## src/rtl/event_encoder.sv

```systemverilog
// Registered 8-to-3 event encoder. Event pulses on d are captured into a
// sticky pending register and presented one at a time, round-robin, as a
// 3-bit index s with a valid/ready handshake.
module event_encoder (
  input  logic       clk,
  input  logic       rst,
  input  logic       e,
  input  logic [7:0] d,
  input  logic       clr_ovf,
  output logic [2:0] s,
  output logic       valid,
  input  logic       ready,
  output logic [7:0] pending,
  output logic       ovf
);

  typedef enum logic {StIdle, StHold} state_e;

  state_e     r_state;
  state_e     w_state_next;

  logic [7:0] r_pending;
  logic [2:0] r_s;
  logic [2:0] r_ptr;
  logic       r_ovf;

  logic       w_accept;
  logic [7:0] w_set;
  logic [7:0] w_clr_mask;
  logic [7:0] w_pending_next;
  logic       w_ovf_set;
  logic       w_found;
  logic [2:0] w_sel;

  // Accept happens only while presenting; ready never reaches an output combinationally.
  assign w_accept   = (r_state == StHold) && ready;
  assign w_set      = e ? d : 8'h00;
  assign w_clr_mask = w_accept ? (8'h01 << r_s) : 8'h00;

  // Set wins over the accept-clear on the same bit.
  assign w_pending_next = (r_pending & ~w_clr_mask) | w_set;

  // A repeat request counts as overflow only if the bit is not being consumed this edge.
  assign w_ovf_set = |(w_set & r_pending & ~w_clr_mask);

  // Round-robin scan: first pending bit at or above the pointer, wrapping modulo 8.
  always_comb begin
    logic [2:0] w_idx;
    w_found = 1'b0;
    w_sel   = r_ptr;
    w_idx   = r_ptr;
    for (int k = 0; k < 8; k++) begin
      w_idx = r_ptr + 3'(k);
      if (!w_found && r_pending[w_idx]) begin
        w_found = 1'b1;
        w_sel   = w_idx;
      end
    end
  end

  // FSM state register.
  always_ff @(posedge clk or posedge rst) begin
    if (rst) begin
      r_state <= StIdle;
    end else begin
      r_state <= w_state_next;
    end
  end

  // FSM next-state logic.
  always_comb begin
    w_state_next = r_state;
    unique case (r_state)
      StIdle: if (w_found) w_state_next = StHold;
      StHold: if (ready)   w_state_next = StIdle;
      default:             w_state_next = StIdle;
    endcase
  end

  // Datapath registers: pending set, overflow flag, presented index, rr pointer.
  always_ff @(posedge clk or posedge rst) begin
    if (rst) begin
      r_pending <= 8'h00;
      r_ovf     <= 1'b0;
      r_s       <= 3'd0;
      r_ptr     <= 3'd0;
    end else begin
      r_pending <= w_pending_next;
      if (w_ovf_set) begin
        r_ovf <= 1'b1;
      end else if (clr_ovf) begin
        r_ovf <= 1'b0;
      end
      // s is loaded only from IDLE, so it stays frozen for the whole HOLD.
      if ((r_state == StIdle) && w_found) begin
        r_s <= w_sel;
      end
      if (w_accept) begin
        r_ptr <= r_s + 3'd1;
      end
    end
  end

  // FSM outputs.
  always_comb begin
    valid   = (r_state == StHold);
    s       = r_s;
    pending = r_pending;
    ovf     = r_ovf;
  end

endmodule

```

## config.mk

```make
export PLATFORM = sky130hd
export DESIGN_NAME = event_encoder
export DESIGN_NICKNAME = d
export VERILOG_FILES = /design/src/rtl/event_encoder.sv
export SDC_FILE = /design/constraint.sdc
export NUM_CORES = 1
export LEC_CHECK = 0
export ABC_AREA = 1
export CAP_MARGIN = 30
export CORE_ASPECT_RATIO = 2
export CORE_UTILIZATION = 48
export CTS_BUF_LIST = sky130_fd_sc_hd__clkbuf_8 sky130_fd_sc_hd__clkbuf_16
export CTS_CLUSTER_DIAMETER = 150
export DETAILED_ROUTE_END_ITERATION = 16
export PLACE_DENSITY = 0.78
export RECOVER_POWER = 50
export REMOVE_ABC_BUFFERS = 1
export SLEW_MARGIN = 20
export SYNTH_ARGS = -nofsm -noshare
export SYNTH_HDL_FRONTEND = slang
export SYNTH_SLANG_ARGS = --single-unit
```

## constraint.sdc

```tcl
create_clock -name clk -period 2 [get_ports clk]
set_input_delay 0.5 -clock clk [delete_from_list [all_inputs] [get_ports clk]]
set_output_delay 0.5 -clock clk [all_outputs]
set_load 0.02 [all_outputs]
```

======== Word level (Yosys, flattened, before mapping) ========
Index checks and enable logic that the tools add are counted.
storage, ports and cells
  register bits ........................... 16
  word-level logic and storage cells ...... 84
  output and inout port bits .............. 13
operators by class
  reduce and logical (&&, ||, !) cells .... 18
  bitwise logic cells ..................... 6
  shift operators ......................... 1
  add/sub/neg operators ................... 8
  mux-type cells .......................... 38
  $lt $le $gt $ge ......................... 8
operator list
  cell                                                                  number
  3-bit by 4-bit < comparator with 1-bit output, second input constant  8
  8-bit AND                                                             3
  1-bit binary-select mux with 3-bit select                             8
  3-bit 2-to-1 mux                                                      7
  1-bit 2-to-1 mux                                                      20
  8-bit 2-to-1 mux                                                      2
  3-bit adder, second input constant                                    4
  1-bit logical AND                                                     9
  8-bit NOT                                                             1
  8-bit bitwise OR                                                      1
  8-bit OR reduction                                                    1
  1-bit by 3-bit << shifter with 8-bit output, first input constant     1
  1-bit zero test                                                       7
  3-bit by 1-bit adder with 3-bit output, second input constant         2
  3-bit by 2-bit adder with 3-bit output, second input constant         2
  1-bit case mux with 2 select lines                                    1
  2-bit nonzero test                                                    1
  1-bit NOT                                                             1

======== Logic depth before layout (Yosys ltp) ========
Gate-level depths: netlist of the first run.
  word-level depth ........................ 26
  mapped depth ............................ 19
  mapped depth without buffers ............ 18

======== Least setup slack after synthesis of the first run ========
Ideal clock, no wire load.
  path kind ............................... register to register
  start ................................... register r_ptr[0]
  end ..................................... register r_s[1], in the netlist s[1]
  period minus slack after synthesis ...... 2,091 ps
  buffers on the path ..................... 1
  arrival ................................. 1,974 ps
  setup slack ............................. -91 ps
  stages on the path, launching flop included .. 16
  library setup time ...................... 117 ps
  cell sequence ........................... dfrtp_1 inv_2 buf_6 ha_1 inv_2 nand3_1 nand3_2 nand2_4 nor2_4 nand4_4 nor2_8 nand3_2 nand2_2 nor2_1 nand2_1 nand2_1
on the way
  cells in the longest elaborated chain, start to end .. 25
ends and longest elaborated chain
  what                                                                                             line  text
  start, declared                                                                                  24    logic [2:0] r_ptr;
  start signal, assigned                                                                           99    r_ptr <= r_s + 3'd1;
  parallel branches: the longest is 25 deep, another holds 3-bit by 1-bit adder with 3-bit output  n/a
  end signal, assigned                                                                             96    r_s <= w_sel;
  end, declared                                                                                    23    logic [2:0] r_s;
Parallel ways; which one is timed is not known. The select of a mux whose other input is x is not followed.
A chain may end at the register's enable or synchronous reset.

======== Worst setup path in the final report of the first run ========
  start ................................... register r_ptr[0]
  end ..................................... register r_s[2], in the netlist s[2]
The elaborated chain is that of the path after synthesis.

==> metrics.txt, run 1 <==
CTS tree=yes; top sig layer=met4; number of DRC markers in iteration 0=45; RSZ-0062 raised after global routing=yes; Async S/R FF share, synth=100%; CP Data Required Time=2.14 ns; crit-path max cell delay=0.39 ns; Critical Path AT=2.17 ns; Detail Placement HPWL=3730 µm; Final Cycle Share=101%; Primary FF master, synth=dfrtp_1; Least-Margin Pin Slew=0.900 ns; Die Height=83.6 µm; failing checks=setup timing; GRT Residual Overflow=0; Residual DRC=0; Slew Limit Headroom=40.0%; post-synthesis sequential area ratio=25.1%; Placer Congestion=0.899; most common cell after layout, fill and taps aside=nand2_1; Setup-failing EPs final=3; DRT Pass-1 Iters=4; total track usage=28.9%; maximum clock rate=0.493 GHz; Hold Vio Cnt, Final=0; pre-CTS setup slack=-0.206 ns; initial antenna violation count=0; number of global-route vias before repair=1819; PortBufs=25; clk_lat worst skew=0.25 ns; largest net degree at the start of global routing=17; clk buf depth=2; status=finished with violations; Starting Density=50.6%; final instance area=2430 µm²; peak fanout along the critical path=6; cts hold-fix bufs=0; Syn Std Cell Area=1600 µm²; layout cells sized above 1=38.0%; Post-synth EDFFs=0; WP buf/inv=4; Area after DPL=2010 µm²; hold crit path type=reg -> reg; CP cell instances=inv_2 > ha_4 > inv_6 > nand3_4 > nand2_4 > buf_6 > o21bai_4 > nand4_4 > inv_4 > a21oi_1 > nand2_1 > nand2_1 > nand2_1 > nand2_1; Synth Warn #=0; crit-path leading delay family=simple AND/OR/NAND/NOR gates; # diodes=0; minimum clock period=2.03 ns; core area=3160 µm²; metal2 WL=2990 µm; clk slew on worst S/H paths=0.06 ns; chip width=42.8 µm; Crit-path slowest cell=dfrtp_1; drt total wl=5130 µm; Synth cell types=34; first-pass GRT wire length=8000 µm; Layout Utilization=77.1%; CP Capture Type=flop; DRT antenna net count=0; startpoint types=flop; IO Pins=26; fin nets=314; Gate Count Post-Synth=237; PnR worst setup slack=-0.0290 ns; commonest cells after routing, fill and taps aside=nand2_1, nand2_2, clkdlybuf4s50_1; #FFs+latches synth=16; Setup CP Type=reg -> reg; die area=3570 µm²; row count=29; Vias/cell=5.64; max-slew violations=0; Vias=1821; clk sinks=16; Mapped Avg Cell Area=6.74 µm²; M1 wire length=1680 µm; Root Buffer=clkbuf_8; TNS Setup=-0.0615 ns; CP most frequent cell=nand2_1; WL/cell=15.9 µm; H-tree levels=1; met3 routed WL=98 µm; Area growth syn-to-layout=52.4%; maxcap violations=0; number of fill cells=222; Setup Skew=0.00103 ns; Num CTS Buffers=3
==> through the flow <==
| stage | hold slack [ns] | cells |
|---|---|---|
| floorplan | 0.414 | 232 |
| global placement | 0.557 | 310 |
| detailed placement | 0.571 | 310 |
| CTS | 0.556 | 322 |
| global route | 0.611 | 323 |
| finish | 0.598 | 323 |
==> synthesized netlist by cell type, types with 2 or more instances <==
| library cell | count | share of area [%] |
|---|---|---|
| a21oi_1 | 2 | 0.63 |
| nor2_4 | 2 | 1.4 |
| nand3_1 | 34 | 11 |
| nand2_2 | 13 | 5.1 |
| inv_2 | 7 | 1.6 |
| a31oi_1 | 2 | 0.78 |
| nor3_1 | 2 | 0.63 |
| a21o_1 | 2 | 0.94 |
| ha_1 | 8 | 6.3 |
| nand2_1 | 82 | 19 |
| o21ai_1 | 2 | 0.63 |
| buf_4 | 2 | 0.94 |
| nor2_1 | 8 | 1.9 |
| inv_1 | 20 | 4.7 |
| o21ai_0 | 9 | 2.8 |
| nand4_1 | 3 | 1.2 |
| dfrtp_1 | 16 | 25 |
| buf_6 | 2 | 1.4 |
| nand3_2 | 6 | 3.8 |
==> tightest hold or removal path: cells and delay by family (launching register included) <==
family,cells,cell delay (ns)
AND/OR/NAND/NOR,2,0.14
flip-flops,1,0.42
==> sequential cells by signal, indices dropped and copies added (netlist names) <==
register	count
s	3
ovf	1
r_ptr	3
valid	1
pending	8
==> routing by layer <==
layer	track usage, %	vias to the layer above
met5	0	-
met4	20.7	0
met3	0.866	26
met2	53.7	57
met1	28.4	857
li1	-	881
==> kinds of logic after synthesis <==
kind of cell	share of synthesized area (%)
adder cells (fa/ha/maj)	6.27
AND/OR/NAND/NOR	48.8
buffers and inverters	9.17
flip-flops	25.1
AO/OA/AOI/OAI	8.54
XOR/XNOR	2.12
==> cell type report <==
type	instances	area, µm²	share of cell area [%]
timing repair buffer	56	518	21.3
clock buffer	4	55.1	2.26
multi-input combinational	188	1300	53.6
inverter	28	115	4.73
sequential	16	402	16.5
tap	31	38.8	1.59
==> what timing repair did <==
action | 4_1_cts | 5_1_grt
gates cloned | 0 | 0
resized for setup | 25 | 49
pin swaps | 15 | 24
setup endpoints to repair | 4 | 5
buffers inserted | 8 | 2
==> final timing paths <==
kind | cells past startpoint | startpoint | slack (ns) | endpoint
min reg2reg | 2 | s[1] | 0.60 | s[1]
max in group asynchronous | 3 | rst | 0.45 | r_ptr[2]
max | 14 | r_ptr[0] | -0.03 | s[2]
min in group asynchronous | 3 | rst | 0.94 | pending[1]
max reg2reg | 14 | r_ptr[0] | -0.03 | s[2]
min | 2 | s[1] | 0.60 | s[1]
Power of run 1 is not shown: default switching activity piles up to over one toggle a cycle in this logic, so the estimate is an artifact.
==> run 2, diff against run 1 <==
- CORE_MARGIN: default -> 2
==> metrics.txt, run 2 (synthesis gave the netlist of run 1 again) <==
status=completed; Area growth syn-to-layout=43.6%; Placer Congestion=0.873 (-2.9%); Critical Path AT=2.11 ns (-0.06 ns); Root Buffer=clkbuf_8; max-slew violations=0 (unchanged); Vias=1774 (-2.6%); number of fill cells=263 (+18%); Least-Margin Pin Slew=0.630 ns (-0.270 ns); WP buf/inv=2 (-2); CP cell instances=dlygate4sd3_1 > nand2_1 > inv_1 > nand3_1 > nand4_1 > o21ai_0 > nor4_1 > o2111ai_1; Setup-failing EPs final=0 (-3); core area=3190 µm² (+1.1%); Detail Placement HPWL=3630 µm (-2.7%); clk buf depth=2 (unchanged); DRT antenna net count=0 (unchanged); Setup Skew=0.00294 ns (+0.00191 ns); clk slew on worst S/H paths=0.06 ns (about the same); fin nets=307 (-2.2%); row count=29 (unchanged); startpoint types=input pin; initial antenna violation count=0 (unchanged); CTS tree=yes; peak fanout along the critical path=8 (+2); clk_lat worst skew=0.25 ns (about the same); commonest cells after routing, fill and taps aside=nand2_1, nand3_1, nand2_2, clkdlybuf4s50_1, buf_4; largest net degree at the start of global routing=17 (unchanged); cts hold-fix bufs=0 (unchanged); clk sinks=16 (unchanged); minimum clock period=1.99 ns (-0.0359 ns); Starting Density=50.0% (-0.57 points); crit-path max cell delay=0.55 ns (+0.16 ns); number of global-route vias before repair=1775 (-2.4%); number of DRC markers in iteration 0=33 (-27%); die area=3830 µm² (+7.2%); CP Capture Type=flop; chip width=44.8 µm (+4.7%); maximum clock rate=0.502 GHz (+1.8%); Vias/cell=5.61 (-0.42%); DRT Pass-1 Iters=4 (unchanged); first-pass GRT wire length=7620 µm (-4.7%); WL/cell=14.8 µm (-6.8%); total track usage=26.1% (-2.8 points); Residual DRC=0 (unchanged); drt total wl=4680 µm (-8.9%); IO Pins=26 (unchanged); GRT Residual Overflow=0 (unchanged); # placed instances=306 (-1.3%); H-tree levels=1 (unchanged); crit-path leading delay family=buffers and inverters; maxcap violations=0 (unchanged); Num CTS Buffers=3 (unchanged); hold crit path type=reg -> reg; CP Data Required Time=2.11 ns (-0.03 ns); Setup CP Type=in -> reg; non-filler cells, final=316 (-2.2%); Hold Vio Cnt, Final=0 (unchanged); most common cell after layout, fill and taps aside=nand2_1; PortBufs=25 (unchanged); Crit-path slowest cell=dlygate4sd3_1; layout cells sized above 1=33.0% (-5.0 points); Slew Limit Headroom=58.0% (+18 points); Largest register FFs=8 (unchanged); Die Height=85.6 µm (+2.4%); # diodes=0 (unchanged); RSZ-0062 raised after global routing=yes; Final Cycle Share=99.7% (-1.8 points)
run 2: changes by cell type in the layout (fill, tap and decap cells not counted), sizes merged:
cell	before	now
buf	29	24
clkbuf	6	4
clkinv	0	1
inv	28	27
run 2: stage by stage:
step | worst slack, ns | util, % | TNS (ns) | hold WS (ns) | instance area [µm²]
3_5_place_dp | -0.235 | 62.4 | -0.654 | 0.571 | 1990
2_1_floorplan | -0.222 | - | -0.783 | 0.414 | 1560
4_1_cts | -0.00601 | 68.4 | -0.0118 | 0.585 | 2180
6_report | 0.00687 | 71.8 | 0 | 0.577 | 2290
5_1_grt | -0.157 | 71.8 | -0.521 | 0.626 | 2290
3_3_place_gp | -0.209 | 62.4 | -0.467 | 0.560 | 1990
run 2: worst min-delay path, delay by kind of cell, from the launching register on:
| kind | cells | cell delay, ns |
|---|---|---|
| flops | 1 | 0.42 |
| simple gates | 2 | 0.13 |
run 2: cell type report:
class / instances / area, µm² / area share [%]
Tap cell: 31 / 38.8 / 1.69
Inverter: 28 / 113 / 4.91
Timing Repair Buffer: 49 / 454 / 19.8
Multi-Input combinational cell: 188 / 1230 / 53.7
Sequential cell: 16 / 402 / 17.5
Clock buffer: 4 / 55.1 / 2.40
run 2: timing repair:
action,in CTS,in global routing
gates resized for setup,25,27
pin swaps,17,15
endpoints found under the setup margin,4,5
setup buffers,4,2
run 2: routing by layer:
layer | GRT usage (%) | up-vias | share of wire (%)
li1 | - | 869 | -
met1 | 25.6 | 843 | 35
met2 | 48.6 | 42 | 59
met3 | 2.32 | 20 | 1.7
met4 | 16.0 | 0 | 4.1
met5 | 0 | - | 0
run 2: path summary, 6_finish.rpt:
check                              start         end  slack (ns)  depth (start not counted)
worst min-delay path                s[1]        s[1]        0.58                          2
worst max-delay path               ready         ovf       0.007                          8
min in group asynchronous            rst  pending[5]        0.76                          2
max in group asynchronous            rst    r_ptr[2]        0.79                          2
worst min register to register      s[1]        s[1]        0.58                          2
worst max register to register  r_ptr[0]        s[1]       0.007                         15
Power of run 2 is left out for the same reason.
